<file path="config.mk">
export PLATFORM = sky130hd
export DESIGN_NAME = mult_div_unit
export DESIGN_NICKNAME = d
export VERILOG_FILES = /design/src/rtl/mult_div_unit.sv
export SDC_FILE = /design/constraint.sdc
export NUM_CORES = 1
export LEC_CHECK = 0
export CAP_MARGIN = 20
export CORE_MARGIN = 1
export CORE_UTILIZATION = 30
export DETAILED_ROUTE_END_ITERATION = 16
export PLACE_DENSITY = 0.53
export SKIP_CTS_REPAIR_TIMING = 1
export SLEW_MARGIN = 20
export SYNTH_ARGS = -nofsm -noshare
export SYNTH_HDL_FRONTEND = slang
export SYNTH_SLANG_ARGS = --single-unit
export TNS_END_PERCENT = 100
</file>
<file path="constraint.sdc">
create_clock -name clk -period 10.9 [get_ports clk]
set_input_delay 2.18 -clock clk [delete_from_list [all_inputs] [get_ports clk]]
set_output_delay 2.18 -clock clk [all_outputs]
set_load 0.1 [all_outputs]
</file>
<file path="src/rtl/mult_div_unit.sv">
// Multicycle signed multiply/divide unit writing HI/LO for MULT and DIV.
// Radix-2 Booth multiply and restoring divide on magnitudes, one bit per cycle.
module mult_div_unit #(
    parameter int WIDTH = 32,
    parameter int CNT_W = 6
) (
    input  logic             clk,
    input  logic             reset,
    input  logic             start_mult,
    input  logic             start_div,
    input  logic [WIDTH-1:0] a,
    input  logic [WIDTH-1:0] b,
    output logic [WIDTH-1:0] hi,
    output logic [WIDTH-1:0] lo,
    output logic             busy,
    output logic             done,
    output logic             div_zero
);

    localparam logic [1:0] S_IDLE = 2'd0;
    localparam logic [1:0] S_MULT = 2'd1;
    localparam logic [1:0] S_DIV  = 2'd2;
    localparam logic [1:0] S_FIN  = 2'd3;

    logic [1:0]       state;
    logic [CNT_W-1:0] cnt;
    logic [2*WIDTH:0] acc;
    logic [WIDTH-1:0] opnd;
    logic             is_div;
    logic             neg_q;
    logic             neg_r;

    logic [WIDTH:0]   booth_sum;
    logic [2*WIDTH:0] booth_next;
    logic [WIDTH:0]   div_shift;
    logic [WIDTH:0]   div_trial;
    logic [2*WIDTH:0] div_next;
    logic [WIDTH-1:0] a_mag;
    logic [WIDTH-1:0] b_mag;
    logic [WIDTH-1:0] quot;
    logic [WIDTH-1:0] rem;
    logic [WIDTH-1:0] fin_hi;
    logic [WIDTH-1:0] fin_lo;

    // Multiply layout: acc = {p_hi, p_lo, q-1}. The add is done one bit wider
    // so that +/- (-2^(W-1)) cannot overflow before the arithmetic shift.
    always_comb begin
        booth_sum = {acc[2*WIDTH], acc[2*WIDTH:WIDTH+1]};
        case (acc[1:0])
            2'b01:   booth_sum = booth_sum + {opnd[WIDTH-1], opnd};
            2'b10:   booth_sum = booth_sum - {opnd[WIDTH-1], opnd};
            default: booth_sum = booth_sum;
        endcase
        booth_next = {booth_sum, acc[WIDTH:1]};
    end

    // Divide layout: acc = {0, remainder, quotient/dividend}.
    always_comb begin
        div_shift = {acc[2*WIDTH-1:WIDTH], acc[WIDTH-1]};
        div_trial = div_shift - {1'b0, opnd};
        if (!div_trial[WIDTH]) begin
            div_next = {1'b0, div_trial[WIDTH-1:0], acc[WIDTH-2:0], 1'b1};
        end else begin
            div_next = {1'b0, div_shift[WIDTH-1:0], acc[WIDTH-2:0], 1'b0};
        end
    end

    always_comb begin
        a_mag  = a[WIDTH-1] ? -a : a;
        b_mag  = b[WIDTH-1] ? -b : b;
        quot   = acc[WIDTH-1:0];
        rem    = acc[2*WIDTH-1:WIDTH];
        fin_lo = is_div ? (neg_q ? -quot : quot) : acc[WIDTH:1];
        fin_hi = is_div ? (neg_r ? -rem : rem) : acc[2*WIDTH:WIDTH+1];
    end

    assign busy = (state != S_IDLE);

    always_ff @(posedge clk or posedge reset) begin
        if (reset) begin
            state    <= S_IDLE;
            cnt      <= '0;
            acc      <= '0;
            opnd     <= '0;
            is_div   <= 1'b0;
            neg_q    <= 1'b0;
            neg_r    <= 1'b0;
            hi       <= '0;
            lo       <= '0;
            done     <= 1'b0;
            div_zero <= 1'b0;
        end else begin
            done     <= 1'b0;
            div_zero <= 1'b0;
            case (state)
                S_IDLE: begin
                    if (start_mult) begin
                        acc    <= {{WIDTH{1'b0}}, b, 1'b0};
                        opnd   <= a;
                        is_div <= 1'b0;
                        cnt    <= '0;
                        state  <= S_MULT;
                    end else if (start_div) begin
                        if (b == '0) begin
                            div_zero <= 1'b1;
                        end else begin
                            acc    <= {{(WIDTH+1){1'b0}}, a_mag};
                            opnd   <= b_mag;
                            is_div <= 1'b1;
                            neg_q  <= a[WIDTH-1] ^ b[WIDTH-1];
                            neg_r  <= a[WIDTH-1];
                            cnt    <= '0;
                            state  <= S_DIV;
                        end
                    end
                end
                S_MULT: begin
                    acc <= booth_next;
                    if (cnt == CNT_W'(WIDTH-1)) state <= S_FIN;
                    else                        cnt   <= cnt + 1'b1;
                end
                S_DIV: begin
                    acc <= div_next;
                    if (cnt == CNT_W'(WIDTH-1)) state <= S_FIN;
                    else                        cnt   <= cnt + 1'b1;
                end
                S_FIN: begin
                    hi    <= fin_hi;
                    lo    <= fin_lo;
                    done  <= 1'b1;
                    state <= S_IDLE;
                end
                default: state <= S_IDLE;
            endcase
        end
    end

endmodule

</file>
Yosys cells after proc, flatten, opt, wreduce, memory -nomap -nowiden --
Cells that the tools add are included.
Storage, ports and cells: register bits after elaboration 174, input port bits 68, output and inout port bits 67, word-level logic and storage cells 81
Operators by class: $add $sub $neg 8, equality and inequality tests 12, multiplexer cells 33, bitwise operators 3, reduce and logical (&&, ||, !) cells 13
Operator list (count):
- 32-bit 2-to-1 mux | 9
- 65-bit 2-to-1 mux | 3
- 65-bit one-hot mux with 3 select lines | 1
- 32-bit negation | 4
- 33-bit one-hot mux with 2 select lines | 1
- 64-bit 2-to-1 mux | 1
- 32-bit by 32-bit adder with 33-bit output | 1
- 32-bit by 32-bit subtractor with 33-bit output | 1
- 33-bit by 32-bit subtractor with 33-bit output | 1
- 32-bit zero test | 1
- 6-bit 2-to-1 mux | 4
- 6-bit one-hot mux with 2 select lines | 1
- 4-bit AND reduction | 3
- 3-bit AND reduction | 3
- 1-bit 2-to-1 mux | 8
- 2-bit 2-to-1 mux | 4
- 6-bit by 1-bit adder with 6-bit output (second input constant) | 1
- 2-bit equality test (second input constant) | 3
- 6-bit by 5-bit equality test with 1-bit output (second input constant) | 1
- 3-bit != test (second input constant) | 2
- 2-bit one-hot mux with 3 select lines | 1
- 2-bit nonzero test | 3
- 2-bit by 1-bit equality test with 1-bit output (second input constant) | 2
- 2-bit != test (second input constant) | 2
- 7 further kinds | 8

Depth between registers and ports, before layout --
depth after elaboration 6, depth in mapped cells 19, mapped depth without buffers 18

Worst setup path after synthesis --
Ideal clock, no wire load.
path type in2reg, start point input a[9], end point register acc[28], setup time 0.126 ns, arrival time 4.653 ns, required time 10.774 ns, path slack 6.121 ns, cell stages on the path 10, cell sequence or4_1 -> nor3_1 -> or3b_2 -> nand2b_1 -> o21ai_2 -> o21ai_1 -> a21oi_1 -> xor2_1 -> o21ai_0 -> a221o_1
Between the ends: cells in the longest elaborated chain, start to end 6
RTL lines:
- from (decl) | line 11 | input logic [WIDTH-1:0] a,
- 32-bit negation | line 69 | a_mag = a[WIDTH-1] ? -a : a;
- 32-bit 2-to-1 mux | line 69
- 65-bit 2-to-1 mux | line 104 | if (b == '0) begin
- 65-bit 2-to-1 mux | line 103 | end else if (start_div) begin
- 65-bit 2-to-1 mux | line 97 | if (start_mult) begin
- 65-bit one-hot mux with 3 select lines | line 95 | case (state)
- to (signal assigned) | line 98 | acc <= {{WIDTH{1'b0}}, b, 1'b0};
- to (signal assigned) | line 107 | acc <= {{(WIDTH+1){1'b0}}, a_mag};
- to (signal assigned) | line 118 | acc <= booth_next;
- to (decl) | line 27 | logic [2*WIDTH:0] acc;
Every way passes these cells. The select of a mux whose other input is x is not followed. A chain may end at the register's enable or synchronous reset.

Worst setup path in the final report --
start point input b[3], end point register acc[61]
Between the ends: cells in the longest elaborated chain, start to end 3
RTL lines:
- from (decl) | line 12 | input logic [WIDTH-1:0] b,
- 32-bit zero test | line 104
- 3-bit != test (no source line)
- 3-bit AND reduction (no source line)
Every way passes these cells.

==> impl_metrics.xml <==
<?xml version="1.0" encoding="UTF-8"?>
<metrics>
  <group name="run_status">
    <metric name="run_status" unit="">finished, final reports clean</metric>
  </group>
  <group name="critical_path">
    <metric name="path_depth" unit="">11</metric>
    <metric name="critical_path.cell_chain" unit="">clkdlybuf4s50_1, nor4_1, nand4_1, or2_2, o31ai_1, a21oi_1, nand2_1, nor2_1, a222oi_1, o21ai_0, a31o_2</metric>
    <metric name="rr_worst_depth" unit="">15</metric>
    <metric name="worst_path_dominant_cell_family" unit="">simple AND/OR/NAND/NOR gates</metric>
    <metric name="cp_data_arrival_time" unit="ns">6.52</metric>
    <metric name="critical_path.max_stage_delay" unit="ns">0.72</metric>
    <metric name="startpoint_type" unit="">primary input</metric>
    <metric name="end_kind" unit="">flip-flop</metric>
    <metric name="cp_slowest_cell" unit="">sky130_fd_sc_hd__nand2_1</metric>
    <metric name="timing.setup.critical_path_class" unit="">primary input to flip-flop</metric>
    <metric name="crit_fanout" unit="">22</metric>
    <metric name="timing.critical_path.buf_inv" unit="">1</metric>
    <metric name="worst-endpoint-required" unit="ns">11.26</metric>
  </group>
  <group name="route">
    <metric name="wl" unit="um">52600</metric>
    <metric name="postRouteAntennaNets" unit="">0</metric>
    <metric name="route.vias.total" unit="">14500</metric>
    <metric name="vias_per_cell" unit="">5.50</metric>
    <metric name="remaining_drc_errors" unit="">0</metric>
    <metric name="total_iterations_of_the_first_detailed_routing_run" unit="">7</metric>
    <metric name="met2WireLength" unit="um">25400</metric>
    <metric name="drt-wirelength-per-cell" unit="um">19.9</metric>
    <metric name="met3WireLength" unit="um">2270</metric>
    <metric name="wl_met1" unit="um">23600</metric>
    <metric name="detailed_route_iter0_violations" unit="">990</metric>
    <metric name="uppermost_layer_routed" unit="">met5</metric>
  </group>
  <group name="place">
    <metric name="numPortBuffers" unit="">134</metric>
    <metric name="routabilityCongestion" unit="">0.952</metric>
    <metric name="dp_hpwl" unit="um">40200</metric>
  </group>
  <group name="sta">
    <metric name="fin_worst_skew" unit="ns">0.0171</metric>
    <metric name="setup_violations" unit="">0</metric>
    <metric name="report.final.slew_viol_count" unit="">0</metric>
    <metric name="grt_setup_unrepaired" unit="">false</metric>
    <metric name="fin_setup_tns" unit="ns">0</metric>
    <metric name="clock.fmax" unit="MHz">162</metric>
    <metric name="slew_headroom" unit="%">29.6</metric>
    <metric name="final-hold-violation-count" unit="">0</metric>
    <metric name="post-route-period-util" unit="%">56.5</metric>
    <metric name="max_slew.worst_pin.slew" unit="ns">1.05</metric>
    <metric name="fin_crit" unit="ns">6.16</metric>
  </group>
  <group name="die">
    <metric name="die_h" unit="um">230</metric>
    <metric name="die_area" unit="sq um">52900</metric>
    <metric name="core_area" unit="sq um">51300</metric>
    <metric name="io_pins" unit="">135</metric>
    <metric name="fp-row-count" unit="">83</metric>
    <metric name="initial_core_util" unit="%">30.4</metric>
    <metric name="die_x" unit="um">230</metric>
  </group>
  <group name="finish">
    <metric name="area_taken_by_flip_flops_and_latches" unit="sq um">4360</metric>
    <metric name="area_delta_synth_final" unit="%">15.6</metric>
    <metric name="n_fill_cell" unit="">5415</metric>
    <metric name="final_cell_mix" unit="">sky130_fd_sc_hd__a21oi_1 (189), sky130_fd_sc_hd__nor2_1 (182), sky130_fd_sc_hd__dfrtp_1 (173)</metric>
    <metric name="share_of_post_route_cells_with_drive_strength_above_1" unit="%">7.49</metric>
    <metric name="multi_input_comb_area" unit="sq um">10500</metric>
    <metric name="fin_nets" unit="">2094</metric>
    <metric name="final_common_cell" unit="">sky130_fd_sc_hd__a21oi_1</metric>
  </group>
  <group name="synthesis">
    <metric name="synthesis.yosys.warnings" unit="">0</metric>
    <metric name="yosys.area.top_type" unit="">sky130_fd_sc_hd__dfrtp_1</metric>
    <metric name="postSynthCellCount" unit="">1915</metric>
    <metric name="synth_seq_cells" unit="">174</metric>
    <metric name="mean_instance_size_in_the_synthesized_netlist" unit="sq um">8.14</metric>
    <metric name="postSynth.asyncResetShare" unit="%">100</metric>
    <metric name="post_synth_edffs" unit="">0</metric>
    <metric name="synth_top_cell_area_share" unit="%">27.9</metric>
    <metric name="yosys-top-cells-area" unit="">sky130_fd_sc_hd__dfrtp_1 (28%), sky130_fd_sc_hd__a21oi_1 (6.1%), sky130_fd_sc_hd__ha_1 (6.0%), sky130_fd_sc_hd__xor2_1 (6.0%), sky130_fd_sc_hd__xnor2_1 (5.3%)</metric>
    <metric name="netlist-cell-type-count" unit="">72</metric>
    <metric name="syn-num-nets" unit="">2060</metric>
    <metric name="synth_top_flop_cell" unit="">sky130_fd_sc_hd__dfrtp_1</metric>
    <metric name="synth-seq-area-share" unit="%">27.9</metric>
    <metric name="netlist_area" unit="sq um">15600</metric>
  </group>
  <group name="grt">
    <metric name="grt_use_total" unit="%">19.8</metric>
    <metric name="number_of_global_route_vias_before_repair" unit="">13900</metric>
    <metric name="maximum_number_of_pins_on_one_net_before_global_route_repair" unit="">105</metric>
    <metric name="globalRouteOverflowTotal" unit="">0</metric>
    <metric name="first_pass_grt_wire_length" unit="um">81600</metric>
    <metric name="grt_antenna_before_repair" unit="">3</metric>
  </group>
  <group name="cts">
    <metric name="source_to_sink_clock_delay_at_the_later_pin_of_the_worst_skew_pair" unit="ns">0.46</metric>
    <metric name="register_clock_pin_slew_on_the_reported_worst_setup_and_hold_paths" unit="ns">0.08</metric>
    <metric name="clock_root_buffer_master" unit="">sky130_fd_sc_hd__clkbuf_16</metric>
    <metric name="clk_path_buf_depth" unit="">2</metric>
    <metric name="cts-buffers-inserted" unit="">17</metric>
    <metric name="tritoncts" unit="">built</metric>
    <metric name="clock_sinks" unit="">174</metric>
    <metric name="htree_num_levels" unit="">4</metric>
  </group>
  <group name="worst_hold_path">
    <metric name="holdCritPathClass" unit="">flip-flop to flip-flop</metric>
    <metric name="timing.hold.worst_path_depth" unit="">1</metric>
  </group>
  <group name="run">
    <metric name="maxCapViolations" unit="">0</metric>
  </group>
</metrics>
-- synth_stat cells, types with 17 or more instances --
cell                         n
sky130_fd_sc_hd__xnor2_1    94
sky130_fd_sc_hd__or3_1      23
sky130_fd_sc_hd__a211oi_1   31
sky130_fd_sc_hd__o221ai_1   18
sky130_fd_sc_hd__xor2_1    107
sky130_fd_sc_hd__a21oi_1   189
sky130_fd_sc_hd__nand2_1   160
sky130_fd_sc_hd__inv_1      65
sky130_fd_sc_hd__mux2i_1    51
sky130_fd_sc_hd__mux2_2     65
sky130_fd_sc_hd__clkbuf_1  114
sky130_fd_sc_hd__o21ai_0   124
sky130_fd_sc_hd__a221oi_1   27
sky130_fd_sc_hd__nand3_1    25
sky130_fd_sc_hd__nand2b_1   18
sky130_fd_sc_hd__o31ai_1    64
sky130_fd_sc_hd__dfrtp_1   174
sky130_fd_sc_hd__nor2_1    182
sky130_fd_sc_hd__nor3_1     18
sky130_fd_sc_hd__o41ai_1    17
sky130_fd_sc_hd__ha_1       75
sky130_fd_sc_hd__a21o_1     32
-- per-stage QoR --
stage	util [%]	std cells	setup slack [ns]	hold slack [ns]	area, sq um
floorplan	-	1915	4.00	0.445	15600
global placement	34.0	2610	4.43	0.465	17400
detailed placement	34.0	2610	4.37	0.468	17400
CTS	35.1	2642	4.86	0.479	18000
global route	35.1	2642	4.39	0.518	18000
finish	35.1	2643	4.74	0.478	18000
-- path summary, 6_finish.rpt --
| path | slack (ns) | end | start |
|---|---|---|---|
| min reg2reg | 0.48 | cnt[4] | cnt[4] |
| max reg2reg | 5.64 | acc[64] | opnd[2] |
| max | 4.74 | acc[61] | b[3] |
| max in group asynchronous | 7.40 | is_div | reset |
| min | 0.48 | cnt[4] | cnt[4] |
| min in group asynchronous | 2.16 | opnd[19] | reset |
-- state kept, by name, indices dropped and copies added, names as in the netlist --
signal / cells
acc: 65
hi: 32
lo: 32
opnd: 32
cnt: 6
state: 2
div_zero: 1
done: 1
is_div: 1
neg_q: 1
neg_r: 1
-- kinds of logic after synthesis --
family,Yosys count,share of synthesized area (%)
adder cells (fa/ha/maj),77,6.28
multiplexers,116,7.97
XOR/XNOR,201,11.3
AO/OA/AOI/OAI,615,25.6
AND/OR/NAND/NOR,530,15.9
buffers and inverters,202,4.99
flip-flops,174,27.9
-- metal layers --
layer / vias to the layer above / track usage, %
li1: 7043 / -
met1: 7099 / 25.7
met2: 343 / 33.6
met3: 55 / 3.10
met4: 2 / 5.88
met5: - / 0
-- layout make-up --
cell class | count | area share, %
clock buffer | 19 | 2.46
clock inverter | 13 | 0.819
multi-input combinational | 1539 | 58.3
sequential | 174 | 24.2
timing repair buffer | 152 | 8.18
antenna | 1 | 0.0139
inverter | 65 | 1.38
tap | 680 | 4.72
-- worst reg2reg max path, cell delays in order, from the launching register on --
cell                       delay, ns
sky130_fd_sc_hd__dfrtp_1        0.46
sky130_fd_sc_hd__or4_1          0.60
sky130_fd_sc_hd__nor4_1         0.32
sky130_fd_sc_hd__a21oi_1        0.15
sky130_fd_sc_hd__xnor2_1        0.28
sky130_fd_sc_hd__ha_1           0.34
sky130_fd_sc_hd__a21oi_1        0.24
sky130_fd_sc_hd__nand2_1        0.07
sky130_fd_sc_hd__or4_1          0.60
sky130_fd_sc_hd__a211oi_1       0.43
sky130_fd_sc_hd__nor4b_1        0.16
sky130_fd_sc_hd__o41ai_2        0.57
sky130_fd_sc_hd__o22ai_1        0.29
sky130_fd_sc_hd__a21oi_1        0.26
sky130_fd_sc_hd__xnor2_1        0.10
sky130_fd_sc_hd__o31ai_1        0.26
Power is left out: the tool's default activity adds up to more than one toggle a clock period on the data nets, which glitch-free logic cannot reach.
